===== config.mk =====
export PLATFORM = sky130hd
export DESIGN_NAME = calc_engine
export DESIGN_NICKNAME = d
export VERILOG_FILES = /design/src/rtl/calc_engine.sv
export SDC_FILE = /design/constraint.sdc
export NUM_CORES = 1
export LEC_CHECK = 0
export CORE_MARGIN = 2
export CORE_UTILIZATION = 68
export DETAILED_ROUTE_END_ITERATION = 10
export GPL_TIMING_DRIVEN = 0
export HOLD_SLACK_MARGIN = 0.05
export MAX_ROUTING_LAYER = met4
export PLACE_DENSITY = 0.95
export SYNTH_ARGS = -nofsm -noshare
export SYNTH_HDL_FRONTEND = slang
export SYNTH_SLANG_ARGS = --single-unit

===== constraint.sdc =====
create_clock -name i_sys_clock -period 10 [get_ports i_sys_clock]
set_input_delay 2 -clock i_sys_clock [delete_from_list [all_inputs] [get_ports i_sys_clock]]
set_output_delay 2 -clock i_sys_clock [all_outputs]
set_load 0.01 [all_outputs]

===== src/rtl/calc_engine.sv =====
// calc_engine: keypad-driven integer calculator core.
//   Builds WIDTH-bit operands from hex digit events, runs ADD/SUB/MUL in one
//   cycle and a restoring divide in WIDTH cycles, supports chained operators,
//   and scans the shown value across DIGITS hex digits.
// Ports:
//   i_sys_clock, i_sys_reset (async, active-high)
//   i_calc_clear/equal/digit_valid/op_valid : one-cycle event pulses
//   i_calc_digit[3:0], i_calc_op[1:0]       : event payloads
//   o_calc_busy, o_calc_value, o_calc_neg, o_calc_overflow, o_calc_err
//   o_calc_dig[3:0], o_calc_sel[DIGITS-1:0] : multiplexed display
module calc_engine #(
  parameter int WIDTH    = 8,
  parameter int DIGITS   = WIDTH / 4,
  parameter int SCAN_DIV = 1000
) (
  input  logic              i_sys_clock,
  input  logic              i_sys_reset,
  input  logic              i_calc_clear,
  input  logic              i_calc_equal,
  input  logic              i_calc_digit_valid,
  input  logic [3:0]        i_calc_digit,
  input  logic              i_calc_op_valid,
  input  logic [1:0]        i_calc_op,
  output logic              o_calc_busy,
  output logic [WIDTH-1:0]  o_calc_value,
  output logic              o_calc_neg,
  output logic              o_calc_overflow,
  output logic              o_calc_err,
  output logic [3:0]        o_calc_dig,
  output logic [DIGITS-1:0] o_calc_sel
);
  localparam logic [2:0] S_ENTRY_A = 3'd0, S_ENTRY_B = 3'd1, S_EXEC = 3'd2,
                         S_DIV_RUN = 3'd3, S_RESULT = 3'd4, S_ERROR = 3'd5;
  localparam logic [1:0] OP_ADD = 2'b00, OP_SUB = 2'b01, OP_MUL = 2'b10;
  localparam int NW = $clog2(WIDTH + 1);
  localparam int CW = $clog2(SCAN_DIV);
  localparam int IW = (DIGITS > 1) ? $clog2(DIGITS) : 1;

  logic [2:0]       state_q, state_d;
  logic [WIDTH-1:0] value_q, value_d, acc_q, acc_d, rem_q, rem_d;
  logic [1:0]       pend_q, pend_d, nxt_q, nxt_d;
  logic             chain_q, chain_d, fresh_q, fresh_d;
  logic             neg_q, neg_d, ovf_q, ovf_d;
  logic [NW-1:0]    cnt_q, cnt_d;
  logic [CW-1:0]    scan_q, scan_d;
  logic [DIGITS-1:0] sel_q, sel_d;
  logic [IW-1:0]    idx_q, idx_d;

  // Event priority: clear > equal > op > digit.
  logic ev_eq, ev_op, ev_dig;
  assign ev_eq  = i_calc_equal & ~i_calc_clear;
  assign ev_op  = i_calc_op_valid & ~i_calc_equal & ~i_calc_clear;
  assign ev_dig = i_calc_digit_valid & ~i_calc_op_valid & ~i_calc_equal & ~i_calc_clear;

  logic [WIDTH-1:0]   b, entry, res;
  logic [WIDTH:0]     sum, trial, diff;
  logic [2*WIDTH-1:0] prod;
  logic               q_bit, done, res_neg, res_ovf;

  // fresh_q: no digit typed since the operator; value_q may still be showing
  // the previous chained result, but the logical entry is zero.
  assign b     = fresh_q ? '0 : value_q;
  assign entry = b;
  assign sum   = {1'b0, acc_q} + {1'b0, b};
  assign prod  = {{WIDTH{1'b0}}, acc_q} * {{WIDTH{1'b0}}, b};
  // Restoring divide: dividend shifts out of acc_q, quotient shifts into it.
  assign trial = {rem_q, acc_q[WIDTH-1]};
  assign diff  = trial - {1'b0, value_q};
  assign q_bit = trial >= {1'b0, value_q};

  always_comb begin
    state_d = state_q; value_d = value_q; acc_d = acc_q; rem_d = rem_q;
    pend_d = pend_q; nxt_d = nxt_q; chain_d = chain_q; fresh_d = fresh_q;
    neg_d = neg_q; ovf_d = ovf_q; cnt_d = cnt_q;
    res = '0; res_neg = 1'b0; res_ovf = 1'b0; done = 1'b0;
    if (i_calc_clear) begin
      state_d = S_ENTRY_A; value_d = '0; acc_d = '0; rem_d = '0;
      pend_d = '0; nxt_d = '0; chain_d = 1'b0; fresh_d = 1'b0;
      neg_d = 1'b0; ovf_d = 1'b0; cnt_d = '0;
    end else begin
      case (state_q)
        S_ENTRY_A, S_ENTRY_B: begin
          if (ev_eq && state_q == S_ENTRY_B) begin
            chain_d = 1'b0; state_d = S_EXEC;
          end else if (ev_op) begin
            ovf_d = 1'b0;
            if (state_q == S_ENTRY_A) begin
              acc_d = value_q; pend_d = i_calc_op; value_d = '0;
              fresh_d = 1'b1; state_d = S_ENTRY_B;
            end else if (fresh_q) begin
              pend_d = i_calc_op;
            end else begin
              nxt_d = i_calc_op; chain_d = 1'b1; state_d = S_EXEC;
            end
          end else if (ev_dig) begin
            if (entry[WIDTH-1:WIDTH-4] != 4'd0) ovf_d = 1'b1;
            else begin
              value_d = {entry[WIDTH-5:0], i_calc_digit}; fresh_d = 1'b0;
            end
          end
        end
        S_EXEC: begin
          case (pend_q)
            OP_ADD: begin res = sum[WIDTH-1:0]; res_ovf = sum[WIDTH]; done = 1'b1; end
            OP_SUB: begin
              res_neg = acc_q < b;
              res = res_neg ? b - acc_q : acc_q - b;
              done = 1'b1;
            end
            OP_MUL: begin
              res = prod[WIDTH-1:0]; res_ovf = |prod[2*WIDTH-1:WIDTH]; done = 1'b1;
            end
            default: begin
              if (b == '0) state_d = S_ERROR;
              else begin rem_d = '0; cnt_d = '0; state_d = S_DIV_RUN; end
            end
          endcase
        end
        S_DIV_RUN: begin
          rem_d = q_bit ? diff[WIDTH-1:0] : trial[WIDTH-1:0];
          acc_d = {acc_q[WIDTH-2:0], q_bit};
          cnt_d = cnt_q + 1'b1;
          if (cnt_q == NW'(WIDTH - 1)) begin
            res = {acc_q[WIDTH-2:0], q_bit}; done = 1'b1;
          end
        end
        S_RESULT: begin
          if (ev_op) begin
            // A negative or overflowed result is not a valid left operand.
            if (!neg_q && !ovf_q) begin
              acc_d = value_q; pend_d = i_calc_op; value_d = '0;
              fresh_d = 1'b1; state_d = S_ENTRY_B;
            end
          end else if (ev_dig) begin
            neg_d = 1'b0; ovf_d = 1'b0; fresh_d = 1'b0;
            value_d = {{(WIDTH-4){1'b0}}, i_calc_digit}; state_d = S_ENTRY_A;
          end
        end
        default: ;  // S_ERROR: only clear leaves
      endcase
      if (done) begin
        value_d = res; neg_d = res_neg; ovf_d = res_ovf;
        if (chain_d) begin
          // Result stays displayed; fresh_q makes it logically zero.
          acc_d = res; pend_d = nxt_q; fresh_d = 1'b1; chain_d = 1'b0;
          state_d = S_ENTRY_B;
        end else begin
          state_d = S_RESULT;
        end
      end
    end
  end

  // Display scan runs regardless of state and clear.
  always_comb begin
    scan_d = scan_q + 1'b1; sel_d = sel_q; idx_d = idx_q;
    if (scan_q == CW'(SCAN_DIV - 1)) begin
      scan_d = '0;
      sel_d  = {sel_q[DIGITS-2:0], sel_q[DIGITS-1]};
      idx_d  = (idx_q == IW'(DIGITS - 1)) ? '0 : idx_q + 1'b1;
    end
  end

  always_ff @(posedge i_sys_clock or posedge i_sys_reset) begin
    if (i_sys_reset) begin
      state_q <= S_ENTRY_A; value_q <= '0; acc_q <= '0; rem_q <= '0;
      pend_q <= '0; nxt_q <= '0; chain_q <= 1'b0; fresh_q <= 1'b0;
      neg_q <= 1'b0; ovf_q <= 1'b0; cnt_q <= '0;
      scan_q <= '0; sel_q <= DIGITS'(1); idx_q <= '0;
    end else begin
      state_q <= state_d; value_q <= value_d; acc_q <= acc_d; rem_q <= rem_d;
      pend_q <= pend_d; nxt_q <= nxt_d; chain_q <= chain_d; fresh_q <= fresh_d;
      neg_q <= neg_d; ovf_q <= ovf_d; cnt_q <= cnt_d;
      scan_q <= scan_d; sel_q <= sel_d; idx_q <= idx_d;
    end
  end

  assign o_calc_busy     = (state_q == S_EXEC) || (state_q == S_DIV_RUN);
  assign o_calc_value    = value_q;
  assign o_calc_neg      = neg_q;
  assign o_calc_overflow = ovf_q;
  assign o_calc_err      = (state_q == S_ERROR);
  assign o_calc_sel      = sel_q;
  assign o_calc_dig      = o_calc_err ? 4'hE : value_q[int'(idx_q)*4 +: 4];
endmodule


# After elaboration in Yosys (flattened, before gate mapping)
# Cells that the tools add are included.
[word_totals] inputBits=12 regBits=52 wordCells=192
[op_classes] bitwise_logic=9 n_reduce_logical=25 n_eq_ne=27 shift=1 n_addsub=7 multipliers=1 mux=106 order_cmp=2
[op_table] op="two-way mux 8 bit" count=25
[op_table] op="one-hot mux 8 bit (2 select lines)" count=3
[op_table] op="one-hot mux 8 bit (3 select lines)" count=2
[op_table] op="two-way mux 1 bit" count=37
[op_table] op="two-way mux 3 bit" count=12
[op_table] op="inequality test 5 bit, second input constant" count=7
[op_table] op="two-way mux 2 bit" count=15
[op_table] op="subtractor 8 bit" count=3
[op_table] op="multiplier 8 x 8 -> 16 bit" count=1
[op_table] op="two-way mux 4 bit" count=4
[op_table] op="inequality test 4 bit, second input constant" count=4
[op_table] op="AND reduction 6 bit" count=2
[op_table] op="adder 10 x 1 -> 10 bit, second input constant" count=1
[op_table] op="equality test 10 bit, second input constant" count=1
[op_table] op="two-way mux 10 bit" count=1
[op_table] op="adder 8 x 8 -> 9 bit" count=1
[op_table] op="greater-or-equal comparator 9 x 8 -> 1 bit" count=1
[op_table] op="one-hot mux 3 bit (3 select lines)" count=1
[op_table] op="nonzero test 3 bit" count=3
[op_table] op="logical NOT 8 bit" count=1
[op_table] op="less-than comparator 8 bit" count=1
[op_table] op="one-hot mux 1 bit (2 select lines)" count=4
[op_table] op="one-hot mux 4 bit (2 select lines)" count=1
[op_table] op="nonzero test 4 bit" count=2
[op_table] op="29 further kinds" count=45

# Longest topological paths before layout
[logic_depth] word_depth=11 mapped_depth=21 ltp_nobuf=20

# Least setup slack after synthesis
# No wires, ideal clock.
[synth_timing] kind="flip-flop to flip-flop" startpoint="register fresh_q" endpoint="register ovf_q, in the netlist o_calc_overflow" arrival_ps=4807 required_ps=9859 setup_ps=141 slack_ps=5053 stages_incl_launch_ff=20 cell_sequence="dfrtp_1 -> buf_2 -> nor2b_1 -> clkbuf_1 -> nand2_1 -> fa_1 -> fa_1 -> inv_1 -> fa_1 -> inv_1 -> fa_1 -> inv_1 -> ha_1 -> nor2_1 -> nor2b_1 -> a21o_1 -> a21oi_1 -> mux2_2 -> nor4_1 -> a41oi_1"
[synth_via] elab_chain_cells=7 word_cells_on_any_way=11
[synth_lines] item="start, declared" line_no="42" rtl="logic chain_q, chain_d, fresh_q, fresh_d;"
[synth_lines] item="start signal, assigned" line_no="172" rtl="pend_q <= pend_d; nxt_q <= nxt_d; chain_q <= chain_d; fresh_q <= fresh_d;"
[synth_lines] item="two-way mux 8 bit *" line_no="62" rtl="assign b = fresh_q ? '0 : value_q;"
[synth_lines] item="multiplier 8 x 8 -> 16 bit" line_no="65" rtl="assign prod = {{WIDTH{1'b0}}, acc_q} * {{WIDTH{1'b0}}, b};"
[synth_lines] item="OR reduction 8 bit" line_no="111" rtl="res = prod[WIDTH-1:0]; res_ovf = |prod[2*WIDTH-1:WIDTH]; done = 1'b1;"
[synth_lines] item="one-hot mux 1 bit (2 select lines)" line_no="103" rtl="case (pend_q)"
[synth_lines] item="two-way mux 1 bit" line_no="81" rtl="case (state_q)"
[synth_lines] item="two-way mux 1 bit" line_no="141" rtl="if (done) begin"
[synth_lines] item="two-way mux 1 bit" line_no="76" rtl="if (i_calc_clear) begin"
[synth_lines] item="end signal, assigned" line_no="173" rtl="neg_q <= neg_d; ovf_q <= ovf_d; cnt_q <= cnt_d;"
[synth_lines] item="end, declared" line_no="43" rtl="logic neg_q, neg_d, ovf_q, ovf_d;"
# Every way passes the cells marked *; elsewhere a longest branch is shown, timed or not.
# A chain may end at the register's enable or synchronous reset.

# Worst setup path in the final report
# Ends and elaborated chain as after synthesis.

==> results.sh <==
export IMPL_finalNetCount=990
export IMPL_firstDrtPassIters=6
export IMPL_grt_use_total_pct=38.4
export IMPL_die_y_um=103
export IMPL_fmax_ghz=0.174
export IMPL_yosys_area_top_type="dfrtp_1"
export IMPL_synth_edf_count=0
export IMPL_synth_top_area_share_pct=19.0
export IMPL_yosys_top_cells_area="dfrtp_1, ha_1, fa_1, inv_1, nor2_1"
export IMPL_fin_area_um2=7290
export IMPL_ctsHtreeMaxLevel=2
export IMPL_critPathArrivalTime_ps=5950
export IMPL_tightestPinTransition_ps=972
export IMPL_fillCellCount=712
export IMPL_root_buffer="clkbuf_8"
export IMPL_drc=0
export IMPL_rr_endpoint="o_calc_overflow$_DFFE_PP0P_"
export IMPL_cts_sinks=52
export IMPL_endpoint_kind="flop"
export IMPL_required_ps=10190
export IMPL_gp_congestion=1.09
export IMPL_cts_clk_slew_worst_paths_ps=100
export IMPL_ys_types=82
export IMPL_skew_ps=6.07
export IMPL_clk_latency_ps=320
export IMPL_fp_row_count=36
export IMPL_synth_async_reset_ratio_pct=100
export IMPL_ff2ff_path_depth=17
export IMPL_period_minus_slack_ps=5760
export IMPL_finalMaxSlewViolations=0
export IMPL_setup_ws_ps=4240
export IMPL_ctsHoldBuffers=0
export IMPL_r2r_slack_ps=4240
export IMPL_finish_cell_count_without_fillers=1003
export IMPL_syn2layout_area_growth_pct=8.78
export IMPL_via_per_inst=6.67
export IMPL_finalSetupViolCount=0
export IMPL_power_frac_seq_pct=22.3
export IMPL_seq_area_um2=1300
export IMPL_drt_wl_total_um=19300
export IMPL_endpoint="o_calc_overflow$_DFFE_PP0P_"
export IMPL_drive_above_1_share_pct=5.17
export IMPL_cp_slowest_cell="nor2_1"
export IMPL_p_leak_nw=3.25
export IMPL_p_switching_mw=0.618
export IMPL_yosys_warnings=0
export IMPL_clock_path_buffers=2
export IMPL_synth_cells=832
export IMPL_cp_cell_sequence="buf_2, nor2_1, inv_1, nor2_1, fa_1, inv_1, fa_1, fa_1, fa_1, inv_1, ha_1, nor2b_1, a21o_1, a21oi_1, mux2_2, nor4_1, a41oi_1"
export IMPL_status="finished clean"
export IMPL_cts_resized=0
export IMPL_clkPwrFrac_pct=12.1
export IMPL_ir_drop_mv=0.109
export IMPL_numPortBuffers=29
export IMPL_ys_seq_area_share_pct=19.4
export IMPL_antenna_found_initial=0
export IMPL_critical_path_class="reg2reg"
export IMPL_post_cts_buffers=0
export IMPL_routedWlPerCell_um=19.2
export IMPL_synth_seq_cells=52
export IMPL_hold_class="reg2reg"
export IMPL_die_x_um=103
export IMPL_final_cell_mix="nor2_1, inv_1, nand2_1"
export IMPL_num_vias=6695
export IMPL_cap_violations=0
export IMPL_drtAntennaViolNets=0
export IMPL_fin_util_pct=75.3
export IMPL_place_ws_ps=4380
export IMPL_r2r_start="fresh_q$_DFF_PP0_"
export IMPL_max_slew_margin_pct=34.5
export IMPL_start_util_pct=69.2
export IMPL_hold_slack_ps=479
export IMPL_tns_ps=0
export IMPL_finalPower_mw=1.23
export IMPL_overflow=0
export IMPL_placed_cell_area_um2=7180
export IMPL_synth_main_ff_cell="dfrtp_1"
export IMPL_place_hpwl_um=15000
export IMPL_power_frac_comb_pct=65.6
export IMPL_slowest_delay_ps=600
export IMPL_multi_input_area_um2=4880
export IMPL_syn_nets=953
export IMPL_diodes=0
export IMPL_netlist_area_um2=6700
export IMPL_hold_violations=0
export IMPL_power_internal_mw=0.617
export IMPL_worst_path_most_repeated_cell="fa_1"
export IMPL_cts_buffers=5
export IMPL_pwr_density_cell_nw_per_um2=169
export IMPL_startpoint_type="flop"
export IMPL_placed_cells=995
export IMPL_dieArea_um2=10700
export IMPL_drt_iter0_drc=810
export IMPL_grt_pass1_vias=6313
export IMPL_floorplan_core_area_um2=9680
export IMPL_io_pins=30
export IMPL_grt_pass1_wl_um=30800
export IMPL_grt_max_degree=36
export IMPL_cts_tree="yes"
export IMPL_finalCritPeriodShare_pct=57.6
export IMPL_rsz0062_at_grt="no"
export IMPL_syn_avg_cell_area_um2=8.05
export IMPL_critical_path_max_fanout=10
export IMPL_sw_frac_of_total_pct=50.0
export IMPL_cp_startpoint="fresh_q$_DFF_PP0_"
-- kinds of logic (layout without fill, tap and decap cells) --
logic type               count (synthesis)  count (layout)  synth area share, %
XOR/XNOR                                17              17                 2.22
adder cells (fa/ha/maj)                109             109                 24.8
buffers and inverters                  130             168                 7.67
AO/OA/AOI/OAI                          217             217                 22.4
AND/OR/NAND/NOR                        288             288                 20.4
flip-flops                              52              52                 19.4
multiplexers                            19              19                 3.01
-- how the worst min path moves through the flow --
stage                                    from                  end  slack (ps)  cells after the start
after global routing      scan_q[0]$_DFF_PP0_  scan_q[0]$_DFF_PP0_         500                      1
after CTS                 scan_q[0]$_DFF_PP0_  scan_q[0]$_DFF_PP0_         480                      1
final                     scan_q[0]$_DFF_PP0_  scan_q[0]$_DFF_PP0_         480                      1
after floorplan           scan_q[0]$_DFF_PP0_  scan_q[0]$_DFF_PP0_         430                      1
after detailed placement  scan_q[0]$_DFF_PP0_  scan_q[0]$_DFF_PP0_         470                      1
after global placement    scan_q[0]$_DFF_PP0_  scan_q[0]$_DFF_PP0_         460                      1
-- metal layers --
| metal | vias up | global-route usage (%) | share of wire [%] |
|---|---|---|---|
| met5 | - | - | 0 |
| met4 | 0 | 17.7 | 5.3 |
| met3 | 106 | 9.01 | 12 |
| met2 | 492 | 55.7 | 44 |
| met1 | 3096 | 51.1 | 39 |
| li1 | 3001 | - | - |
-- power by group through the flow --
stage	clock [mW]	sequential, mW	combinational, mW
final	0.150	0.275	0.810
after global routing	0.156	0.276	0.878
after CTS	0.148	0.271	0.786
after detailed placement	0	0.275	0.781
after global placement	0	0.275	0.773
after floorplan	0	0.266	0.569
-- area by class of cell --
cell class              count  area share, %
plain buffers              29           1.85
clock buffers               5          0.944
clock inverters             3          0.584
inverters                 101           5.20
multi-input cells         650           67.0
flip-flops and latches     52           17.9
well taps                 133           2.28
repair buffers             30           4.26
-- critical path: cells and delay by family (launching register included) --
family,cells,cell delay [ps]
and+or+nand+nor,4,1300
buffers and inverters,4,640
AOI/OAI and AO/OA,3,570
muxes,1,360
adders and majority gates,5,2320
DFF,1,400
-- synthesized netlist by cell type (5+ instances only) --
cell,n
a31oi_1,8
a211oi_1,16
mux2i_1,13
nor2_1,99
inv_1,100
o211ai_1,11
a21oi_1,44
nand4_1,8
xor2_1,9
o21ai_0,44
and2_1,6
nand3_1,15
clkbuf_1,17
a221oi_1,6
xnor2_1,8
a311oi_1,8
nor3_1,20
ha_1,69
a22oi_1,7
nor2b_1,17
fa_1,40
nand2b_1,11
dfrtp_1,51
a22o_1,7
buf_2,5
mux2_2,5
nand2_1,78
o31ai_1,8
a21o_1,8
-- flip-flops by register name, summed over array words and instances (netlist names) --
signal / flops
scan_q: 10
acc_q: 8
o_calc_value: 8
rem_q: 8
cnt_q: 4
state_q: 3
nxt_q: 2
o_calc_sel: 2
pend_q: 2
chain_q: 1
fresh_q: 1
idx_q: 1
o_calc_neg: 1
o_calc_overflow: 1
Note: power is estimated with default switching activity, not from simulation.
